<file path="config.mk">
export PLATFORM = sky130hd
export DESIGN_NAME = param_seq_detector_mealy
export DESIGN_NICKNAME = d
export VERILOG_FILES = /design/src/rtl/param_seq_detector_mealy.sv
export SDC_FILE = /design/constraint.sdc
export NUM_CORES = 1
export LEC_CHECK = 0
export CAP_MARGIN = 30
export CORE_UTILIZATION = 49
export DETAILED_ROUTE_END_ITERATION = 10
export PLACE_DENSITY = 0.79
export SKIP_LAST_GASP = 1
export SLEW_MARGIN = 25
export SYNTH_ARGS = -nofsm -noshare
export SYNTH_HDL_FRONTEND = slang
export SYNTH_SLANG_ARGS = --single-unit
</file>
<file path="constraint.sdc">
create_clock -name clk -period 2.1 [get_ports clk]
set_input_delay 0.42 -clock clk [delete_from_list [all_inputs] [get_ports clk]]
set_output_delay 0.42 -clock clk [all_outputs]
set_load 0.01 [all_outputs]
</file>
<file path="src/rtl/param_seq_detector_mealy.sv">
`default_nettype none
// ============================================================================
// Module      : param_seq_detector_mealy
// Description : Parametrised Mealy serial-pattern detector with runtime
//               overlap mode, pattern reload and saturating match counter.
// Revision    : 1.0 - initial release
// ============================================================================
module param_seq_detector_mealy #(
    parameter int                     PATTERN_LEN = 4,
    parameter logic [PATTERN_LEN-1:0] PATTERN     = 4'b1011,
    parameter int                     CNT_W       = 8
) (
    input  logic                   clk,
    input  logic                   rst,
    input  logic                   in,
    input  logic                   in_valid,
    input  logic                   overlap,
    input  logic                   pat_load,
    input  logic [PATTERN_LEN-1:0] pat_in,
    input  logic                   cnt_clr,
    output logic                   out,
    output logic [CNT_W-1:0]       match_cnt
);

    localparam int                FILL_W     = $clog2(PATTERN_LEN);
    localparam logic [FILL_W-1:0] c_FILL_MAX = FILL_W'(PATTERN_LEN - 1);
    localparam logic [CNT_W-1:0]  c_CNT_MAX  = {CNT_W{1'b1}};

    logic [PATTERN_LEN-1:0] r_pat;
    logic [PATTERN_LEN-2:0] r_hist;
    logic [FILL_W-1:0]      r_fill;
    logic [CNT_W-1:0]       r_cnt;

    logic [PATTERN_LEN-1:0] w_pat_nxt;
    logic [PATTERN_LEN-2:0] w_hist_nxt;
    logic [FILL_W-1:0]      w_fill_nxt;
    logic [PATTERN_LEN-1:0] w_window;
    logic                   w_out;

    // Candidate window: stored history with the current bit appended as LSB.
    assign w_window = {r_hist, in};
    assign w_out    = rst & in_valid & ~pat_load & (r_fill == c_FILL_MAX)
                    & (w_window == r_pat);

    always_comb begin
        w_pat_nxt  = r_pat;
        w_hist_nxt = r_hist;
        w_fill_nxt = r_fill;
        if (pat_load) begin
            w_pat_nxt  = pat_in;
            w_hist_nxt = '0;
            w_fill_nxt = '0;
        end else if (in_valid) begin
            w_hist_nxt = w_window[PATTERN_LEN-2:0];
            if (w_out && !overlap) begin
                w_fill_nxt = '0;
            end else if (r_fill != c_FILL_MAX) begin
                w_fill_nxt = r_fill + 1'b1;
            end
        end
    end

    always_ff @(posedge clk or negedge rst) begin
        if (!rst) begin
            r_pat  <= PATTERN;
            r_hist <= '0;
            r_fill <= '0;
        end else begin
            r_pat  <= w_pat_nxt;
            r_hist <= w_hist_nxt;
            r_fill <= w_fill_nxt;
        end
    end

    // Clear beats a coincident match; count sticks at all-ones.
    always_ff @(posedge clk or negedge rst) begin
        if (!rst) begin
            r_cnt <= '0;
        end else if (cnt_clr) begin
            r_cnt <= '0;
        end else if (w_out && (r_cnt != c_CNT_MAX)) begin
            r_cnt <= r_cnt + 1'b1;
        end
    end

    assign out       = w_out;
    assign match_cnt = r_cnt;

endmodule
`default_nettype wire
</file>
# Word-level counts from Yosys, hierarchy flattened
# Cells that the tools add are included.
# totals
ff_bits,17
in_bits,11
out_inout_bits,9
# classes
add_sub_neg,2
n_eq_ne,4
n_mux,8
bitwise,5
n_reduce_logical,7
# ops
operator,count
$mux 8,2
$add 8x1->8 const B,1
$mux 2,4
$ne 8x8->1 const B,1
$mux 3,2
$and 1x1->1,4
$eq 4x4->1,1
$reduce_bool 2->1,2
$reduce_bool 3->1,1
$add 2x1->2 const B,1
$eq 2x2->1 const B,1
$logic_and 1x1->1,2
$ne 2x2->1 const B,1
$reduce_and 2->1,1
$logic_not 1->1,1
$not 1->1,1

# Logic depth before layout (Yosys ltp)
# Gate-level depths: netlist of the first run.
# depth
word_depth,8
ltp_mapped,6

# Worst setup path after synthesis of the first run
# OpenSTA, ideal clock, no wires.
# synth_timing
path_kind,flip-flop to flip-flop
start,"register r_cnt[0], in the netlist match_cnt[0]"
end,"register r_cnt[5], in the netlist match_cnt[5]"
setup_time_ps,125
arrival_ps,1869
t_required_ps,1975
slack_ps,106
path_stages_with_launch,7
path_buffers,1
period_less_slack_ps,1994
path_cell_list,dfrtp_1 -> ha_1 -> and3_1 -> a211o_1 -> buf_6 -> nor4_1 -> mux2_2
# synth_between
elab_chain_cells,3
word_cells_on_any_way,6
cone_classes,add/sub (1); eq/ne (1); mux (2); reduce/logical (2)
# synth_lines
element,line_no,source
from (decl),32,logic [CNT_W-1:0] r_cnt;
from (signal assigned),82,r_cnt <= r_cnt + 1'b1;
$add 8x1->8 or $ne 8x8->1 (tied branches),"82, 81",
$mux 8 or $logic_and 1x1->1 (tied branches),81,end else if (w_out && (r_cnt != c_CNT_MAX)) begin
$mux 8 or $reduce_bool 2->1 (tied branches),-,
# Parallel ways exist; a longest one is shown, timed or not. The select of a mux whose other input is x is not followed.
# A chain may end at the register's enable or synchronous reset.

# Worst setup path in the final report of the first run
# layout_timing
start,input port in
end,output port out
# layout_between
elab_chain_cells,2
# layout_lines
element,line_no,source
from (decl),15,"input logic in,"
$eq 4x4->1,43,& (w_window == r_pat);
$and 1x1->1,43,
to (decl),21,"output logic out,"
# No other way between the ends.

==> results.md, run 1 <==
* Root Buffer: clkbuf_4
* Clk network pwr share at 0.287
* Detailed router's first-iteration violation count at 17
* Leakage at roughly 0.00052 uW
* Clk pin slew, worst setup/hold paths at ~100 ps
* First-pass GRT wire length at 3325 um
* Sw Ratio at 0.2612
* Internal at approximately 470 uW
* Max Cap Viol at 0
* CP Data Arrival Time at between 1500 and 2000 ps
* Vias per cell at 5.688
* YS warnings at 0
* Hpwl dp at about 1500 um
* Synth Net Count at 106
* CP Buf/Inv Count at 2
* Die height at approximately 46 um
* Synth Flop Type: dfrtp_1
* CTS H-Tree Depth at 1
* Worst hold path class: input port to asynchronous set/reset pin
* Gate Count Post-Synth at 93
* CORE AREA at around 1800 um2
* Total track usage at 0.2262
* Fmax at a little under 500 MHz
* FP Rows at 15
* Drt first pass iters at 4
* Worst slew margin at 0.7433
* DIE WIDTH at approximately 46 um
* Clock sinks at 17
* Hold Fails Final Rpt at 0
* Final Wtd Congestion at 0.8348
* Unique cell type count in the Yosys netlist at 34
* Final instance area at 1262 um2
* Sw Pwr at between 150 and 200 uW
* RSZ-0062 raised after global routing: true
* WS Path Type: input port to output port
* Total CTS buffers at 3
* Antenna diodes at 0
* Pwr Total at about 630 uW
* Dpl ws at -281.7 ps
* Slew Limit Fails at 0
* Crit-path cells: clkdlybuf4s50_1 > xnor2_2 > nand3_1 > nor3_2 > dlygate4sd2_1
* Power Density at slightly above 500 nW/um2
* Slowest-stage cell, CP: clkdlybuf4s50_1
* Avg Cell Area, Syn at between 10 and 15 um2
* Final Setup Violations at 0
* Sequential power share at 0.560
* Post-CTS Setup Bufs at 0
* Layout Nets at 133
* Worst slew pin tran at roughly 380 ps
* Setup ws final at 16.68 ps
* Crit-path max cell delay at between 500 and 600 ps
* Tmin final at ~2100 ps
* Proportion of layout cells with a drive suffix above 1 at 0.2101
* Worst Skew at approximately 3.4 ps
* Comb power frac at 0.153
* Vias at about 820
* Post-synthesis async set-or-reset flop share at 1.000
* # IOs at 20
* Initial Util at 0.5404
* CTS tree: yes
* Total wire length at slightly above 2000 um
* Hold_buf cts at 0
* Post-synth EDFFs at 0
* Total congestion overflow at 0
* Area post-placement at around 1200 um2
* Sequential area share after synthesis at 0.4455
* Endpoint class of the critical path: output port
* Routed Antenna Nets at 0
* Seq cells post-synth at 17
* Outcome: finished clean
* Critical Path RT at 1680 ps
* Startpoint types: input port
* Area Overhead vs Synth at 31.04%
* Longest Clk Path Bufs at 2
* Worst Path Max Fanout at 2
* Peak VDD IR at around 0.42 mV
* Routed len/inst at around 14 um
* Delay-heaviest family, CP: buffers and inverters
* Crit share post-route at 0.9921
* Syn Std Cell Area at slightly below 1000 um2
* Port Buffer Count at 19
* Clock Latency Late Sink at roughly 300 ps
* Vias in the first global route at 777
* Setup TNS at 0 ps
* Antenna violations before repair at 0
* Largest net degree at the start of global routing at 18
* DIE AREA at around 2100 um2
* Drt drc at 0
layout by cell type, fill, tap and decap left out, drive strengths merged, types with 4 or more instances in the layout:
cell type,n
mux2,6
nand3,5
buf,8
a21oi,7
clkdlybuf4s50,18
nor2b,5
dfrtp,14
nor2,7
clkbuf,4
final timing paths:
| path | slack, ps | cells past startpoint | from | end |
|---|---|---|---|---|
| max in group asynchronous | 1310 | 2 | rst | r_pat[1] |
| worst min-delay path | 540 | 2 | rst | match_cnt[1] |
| worst min register to register | 560 | 2 | r_hist[2] | r_hist[2] |
| min in group clk | 560 | 2 | r_hist[2] | r_hist[2] |
| worst max register to register | 80 | 6 | match_cnt[0] | match_cnt[2] |
| worst max-delay path | 20 | 5 | in | out |
cell usage after synthesis (all sizes together), types with 2 or more instances:
| cell | number | area share |
|---|---|---|
| dfrtp | 14 | 0.36 |
| o21ai | 2 | 0.010 |
| or4 | 3 | 0.023 |
| mux2i | 3 | 0.031 |
| nand3 | 5 | 0.026 |
| inv | 2 | 0.0078 |
| and3 | 3 | 0.019 |
| nor2 | 7 | 0.027 |
| xnor2 | 3 | 0.027 |
| nor2b | 5 | 0.032 |
| nor4 | 2 | 0.013 |
| a31oi | 2 | 0.013 |
| ha | 2 | 0.026 |
| dfstp | 3 | 0.082 |
| nand4 | 2 | 0.013 |
| o31ai | 3 | 0.023 |
| buf | 4 | 0.032 |
| a21oi | 7 | 0.036 |
| mux2 | 6 | 0.070 |
| nand2 | 3 | 0.012 |
routing by layer:
| metal | vias to the layer above | global-route usage | part of all wire |
|---|---|---|---|
| met3 | 6 | 0.04706 | 0.036 |
| li1 | 398 | - | - |
| met4 | 0 | 0.08824 | 0.013 |
| met5 | - | 0 | 0 |
| met1 | 392 | 0.2950 | 0.45 |
| met2 | 23 | 0.3639 | 0.50 |
metrics by stage:
stage,utilization,std cells,hold WS [ps]
floorplan,-,93,124.4
detailed placement,0.6786,140,534.4
finish,0.7081,144,538.9
CTS,0.6954,144,540.8
global route,0.7081,144,568.4
global placement,0.6786,140,517.9
layout make-up:
class                   count  area (um2)
fillers                   130       520.5
flip-flops and latches     17       429.2
inverters                   2       7.507
clock buffers               4       26.28
repair buffers             27       249.0
multi-input cells          69       519.2
well taps                  25       31.28
state kept, by name, summed over array words and instances, names as in the netlist:
signal / flops
r_pat: 4
match_cnt: 8
r_hist: 3
r_fill: 2
power groups by stage:
stage          Clock, uW  Combinational [uW]  Sequential (uW)
2_1_floorplan          0                52.5              358
3_3_place_gp           0                88.5              360
3_5_place_dp           0                92.2              361
4_1_cts              186                94.0              354
5_1_grt              196                 107              357
6_report             182                97.2              355
logic make-up (layout without fill, tap and decap cells):
logic type	count (synthesis)	after routing	synth area share
AND/OR/NAND/NOR	35	35	0.2182
AO/OA/AOI/OAI	19	19	0.1286
flip-flops	17	17	0.4455
multiplexers	9	9	0.1013
buffers and inverters	7	33	0.04414
XOR/XNOR	4	4	0.03637
adder cells (fa/ha/maj)	2	2	0.02597
timing repair:
action | CTS | global route
gates resized for setup | 2 | 3
endpoints found under the hold margin | 0 | 0
endpoints found under the setup margin | 1 | 3
pin swaps | 1 | 0
(Power assumes the default switching activity.)
==> run 2, diff against run 1 <==
--- a/config.mk
+++ b/config.mk
@@ -5,10 +5,11 @@
 export SDC_FILE = /design/constraint.sdc
 export NUM_CORES = 1
 export LEC_CHECK = 0
+export ABC_CLOCK_PERIOD_IN_PS = 2100
 export CAP_MARGIN = 30
 export CORE_UTILIZATION = 49
 export DETAILED_ROUTE_END_ITERATION = 10
-export PLACE_DENSITY = 0.79
+export PLACE_DENSITY = 0.77
 export SKIP_LAST_GASP = 1
 export SLEW_MARGIN = 25
 export SYNTH_ARGS = -nofsm -noshare
==> run 2 against run 1 <==
  * Maximum frequency up 2.5%
  * Clock power down 5%
  * Wire length down 2.4%
  * Clock-buffer cell count unchanged
  * Clock skew up 2.6 ps
  * Largest cell class unchanged
  * Highest routed layer unchanged
==> results.md, run 2 (synthesis results as in run 1) <==
* Outcome: finished clean
* Peak VDD IR at 0.5346 mV
* Area Overhead vs Synth at 29.87%
* Drt first pass iters at 4
* Total track usage at 0.2239
* FP Rows at 15
* Final Wtd Congestion at 0.8185
* Antenna violations before repair at 0
* CTS H-Tree Depth at 1
* Die height at between 40 and 50 um
* Largest register FFs at 8
* Leakage at between 0.0005 and 0.0006 uW
* DIE WIDTH at ~46 um
* CP Buf/Inv Count at 1
* Worst hold path class: input port to asynchronous set/reset pin
* WS Path Type: flop to flop
* Total CTS buffers at 3
* Total congestion overflow at 0
* Root Buffer: clkbuf_4
* RSZ-0062 raised after global routing: false
* Clk pin slew, worst setup/hold paths at ~100 ps
* Crit path launch: match_cnt[1]
* Hold_buf cts at 0
* Pwr Total at about 620 uW
* Clock sinks at 17
* Most common library cell in the layout ignoring fill and taps: clkdlybuf4s50_1
* Power Density at 495.2 nW/um2
* Routed len/inst at between 10 and 15 um
* Slowest-stage cell, CP: dfrtp_1
* Layout Nets at approximately 130
* Port Buffer Count at 19
* Vias in the first global route at roughly 770
* Largest net degree at the start of global routing at 18
* Critical Path RT at approximately 2300 ps
* Initial Util at 0.5404
* Tmin final at between 2000 and 2500 ps
* Setup TNS at 0 ps
* Drt drc at 0
* Clock Latency Late Sink at ~290 ps
* Startpoint types: flop
* Routed Antenna Nets at 0
* Post-CTS Setup Bufs at 0
* Delay-heaviest family, CP: simple AND/OR/NAND/NOR gates
* Total wire length at a little over 2000 um
* CP Data Arrival Time at ~2300 ps
* Hold Fails Final Rpt at 0
* Worst Skew at about 6.0 ps
* Vias per cell at 5.708
* Slew Limit Fails at 0
* Crit-path cells: ha_1 > and3_1 > a211o_4 > buf_4 > or4_1 > a21oi_1
* Endpoint class of the critical path: flop
* Final Setup Violations at 0
* Worst Path Max Fanout at 7
* Max Cap Viol at 0
* Vias at between 800 and 900
* DIE AREA at ~2100 um2
* Final Core Density at 0.7018
* R2r startpoint: match_cnt[1]
* # IOs at 20
* Proportion of layout cells with a drive suffix above 1 at 0.2101
* Antenna diodes at 0
* Worst slew pin tran at roughly 330 ps
* First-pass GRT wire length at roughly 3400 um
* Detailed router's first-iteration violation count at 7
* Worst slew margin at 0.7717
* Crit share post-route at 0.9677
* Crit-path max cell delay at ~420 ps
* CTS tree: yes
* Fmax at about 500 MHz
* Most frequent cells in the layout: 18 x clkdlybuf4s50_1, 14 x dfrtp_1, 8 x buf_4
* Hpwl dp at around 1500 um
* Longest Clk Path Bufs at 2
* CORE AREA at roughly 1800 um2
-- run 2: cell types whose count changed in the layout (fill, tap and decap cells not counted) --
| cell | delta |
|---|---|
| dlygate4sd2_1 | -1 |
| xnor2_1 | +1 |
| xnor2_2 | -1 |
| clkbuf_2 | +1 |
-- run 2: power breakdown --
| group | internal (uW) | switching, uW |
|---|---|---|
| registers | 345 | 9.67 |
| clock network | 73.8 | 98.2 |
| logic | 47.8 | 45.5 |
-- run 2: area by class of cell --
cell class	count	area, um2
fillers	129	531.8
flip-flops and latches	17	429.2
multi-input cells	69	511.7
repair buffers	27	245.2
inverters	2	7.507
clock buffers	4	26.28
well taps	25	31.28
-- run 2: path summary, 6_finish.rpt --
path,to,slack (ps),cells past startpoint
min in group clk,r_pat[2],550,1
min reg2reg,r_pat[2],550,1
max in group asynchronous,r_pat[1],1290,2
max,match_cnt[2],70,6
min,match_cnt[6],550,2
max reg2reg,match_cnt[2],70,6
-- run 2: timing repair --
action                     CTS  global route
pin swaps                    0             1
resized for setup            3             3
hold endpoints to repair     0             0
setup endpoints to repair    1             4
-- run 2: stage by stage --
stage	instances	cell area [um2]	hold slack, ps	worst slack (ps)
after floorplan	93	963.4	124.4	105.8
after global placement	140	1210	523.1	-238.7
after detailed placement	140	1210	527.7	-309.2
after CTS	144	1241	550.5	35.32
after global routing	144	1251	567.7	15.97
final	144	1251	545.4	67.88
-- run 2: metal layers --
layer	wire, um	track usage	share of wire	vias to the layer above
met1	945	0.2990	0.47	399
met3	57	0.05882	0.028	4
met2	981	0.3389	0.49	16
li1	-	-	-	403
met5	0	0	0	-
met4	28	0.09412	0.014	0
==> RTL change, RTL diff (settings of run 2) <==
Set the parameter `PATTERN_LEN` to 8 (it was 4).
--- a/src/rtl/param_seq_detector_mealy.sv
+++ b/src/rtl/param_seq_detector_mealy.sv
@@ -6,7 +6,7 @@
 // Revision    : 1.0 - initial release
 // ============================================================================
 module param_seq_detector_mealy #(
-    parameter int                     PATTERN_LEN = 4,
+    parameter int                     PATTERN_LEN = 8,
     parameter logic [PATTERN_LEN-1:0] PATTERN     = 4'b1011,
     parameter int                     CNT_W       = 8
 ) (
Interface: changed (resized pat_in); port bits go from 20 to 24. No check against the original RTL was run, so the function may have changed too.
==> RTL change against run 2 <==
Power rose by 68%; non-clock buffer count rose by 7; die area rose by 45%; via count rose by 30%; wire length rose by 40%; area after synthesis rose by 48%; critical path depth did not move; utilization fell by 4.0 points; setup slack got worse by 0.024 ns; first-iteration DRC count rose to 4.1 times the old value; final area rose by 46%; sequential cell count rose by 9; clock skew rose by 0.0099 ns; largest power group unchanged; highest routed layer unchanged.
==> RTL change: results (changes against run 2) <==
metric	value	unit	change
r2r_cells	7		+1
worst_pin_slew	0.458	ns	+0.124 ns
cp_data_arrival_time	1.64	ns	-0.61 ns
grt_usage	0.200		-0.0243
drt_iter0_drc	29		+22
cp-end-kind	primary output		
synth_nets	143		+35%
clkbuf_count	3		-1
layout.nets	178		+34%
seqCellArea	654	um^2	+52%
ys_top_cells_by_area	dfrtp_1 (40%), mux2i_1 (6.3%), mux2_2 (6.3%)		
path_max_fanout	2		-5
clk_pin_slew	0.15	ns	+0.05 ns
ir_worst_vdd	0.421	mV	-21%
nMultiInputCombCells	90		+30%
num-nonclk-buffers	34		+26%
place_ws	-0.340	ns	-0.0308 ns
grt_pass1_vias	1084		+42%
r2r_end	match_cnt[4]$_DFFE_PN0P_		
multi_input_area	753	um^2	+47%
synth_common_cells	dfrtp_1 (23), nor2_1 (15), mux2i_1 (9)		
cts_num_sinks	26		+9
port_buffers	23		+4
area_delta_synth_final	28.3	%	
hold_slack	0.518	ns	-0.0277 ns
synth_area_per_cell	11.4	um^2	+9.9%
outcome	finished clean		
fillCellCount	225		+74%
drive_above_1_share	0.233		+0.0226
post_dp_cell_area	1730	um^2	+43%
reg2reg_from	r_fill[0]$_DFFE_PN0P_		
cp-endpoint	out		
ys_seq_area_frac	0.460		+0.0145
leakage	0.753	nW	+46%
seq_share	0.358		+0.0155
[RTL change: cell count changes in the layout (fill, tap and decap cells not counted), moves of 4 or more]
| cell | run 2 | this run |
|---|---|---|
| xnor2_1 | 3 | 7 |
| nor2_1 | 7 | 15 |
| nand3_1 | 5 | 1 |
| mux2i_1 | 3 | 9 |
| mux2_1 | 0 | 6 |
| a21oi_1 | 7 | 0 |
| dfrtp_1 | 14 | 23 |
| nor4_1 | 1 | 5 |
| clkdlybuf4s50_1 | 18 | 22 |
[RTL change: cell families (layout without fill, tap and decap cells)]
| kind of cell | after synthesis | after routing | share of synthesized area |
|---|---|---|---|
| AO/OA/AOI/OAI | 8 | 8 | 0.0396 |
| XOR/XNOR | 8 | 8 | 0.0545 |
| adder cells (fa/ha/maj) | 3 | 3 | 0.0264 |
| buffers and inverters | 9 | 43 | 0.0290 |
| flip-flops | 26 | 26 | 0.460 |
| multiplexers | 23 | 23 | 0.174 |
| AND/OR/NAND/NOR | 48 | 48 | 0.216 |
[RTL change: layer usage]
metal	GRT usage	routed length, um
met3	0.0349	113
met2	0.324	1430
met5	0	0
met4	0.111	75
met1	0.253	1210
[RTL change: power by group through the flow]
| stage | logic, mW | clock network [mW] | registers [mW] |
|---|---|---|---|
| floorplan | 0.0801 | 0 | 0.548 |
| global placement | 0.133 | 0 | 0.551 |
| detailed placement | 0.138 | 0 | 0.553 |
| CTS | 0.144 | 0.358 | 0.543 |
| global route | 0.162 | 0.379 | 0.546 |
| finish | 0.146 | 0.349 | 0.543 |
[RTL change: repair_timing]
action / in CTS / in global routing
endpoints found under the setup margin: 1 / 5
setup buffers: 2 / 1
pin swaps: 0 / 0
resized for setup: 5 / 4
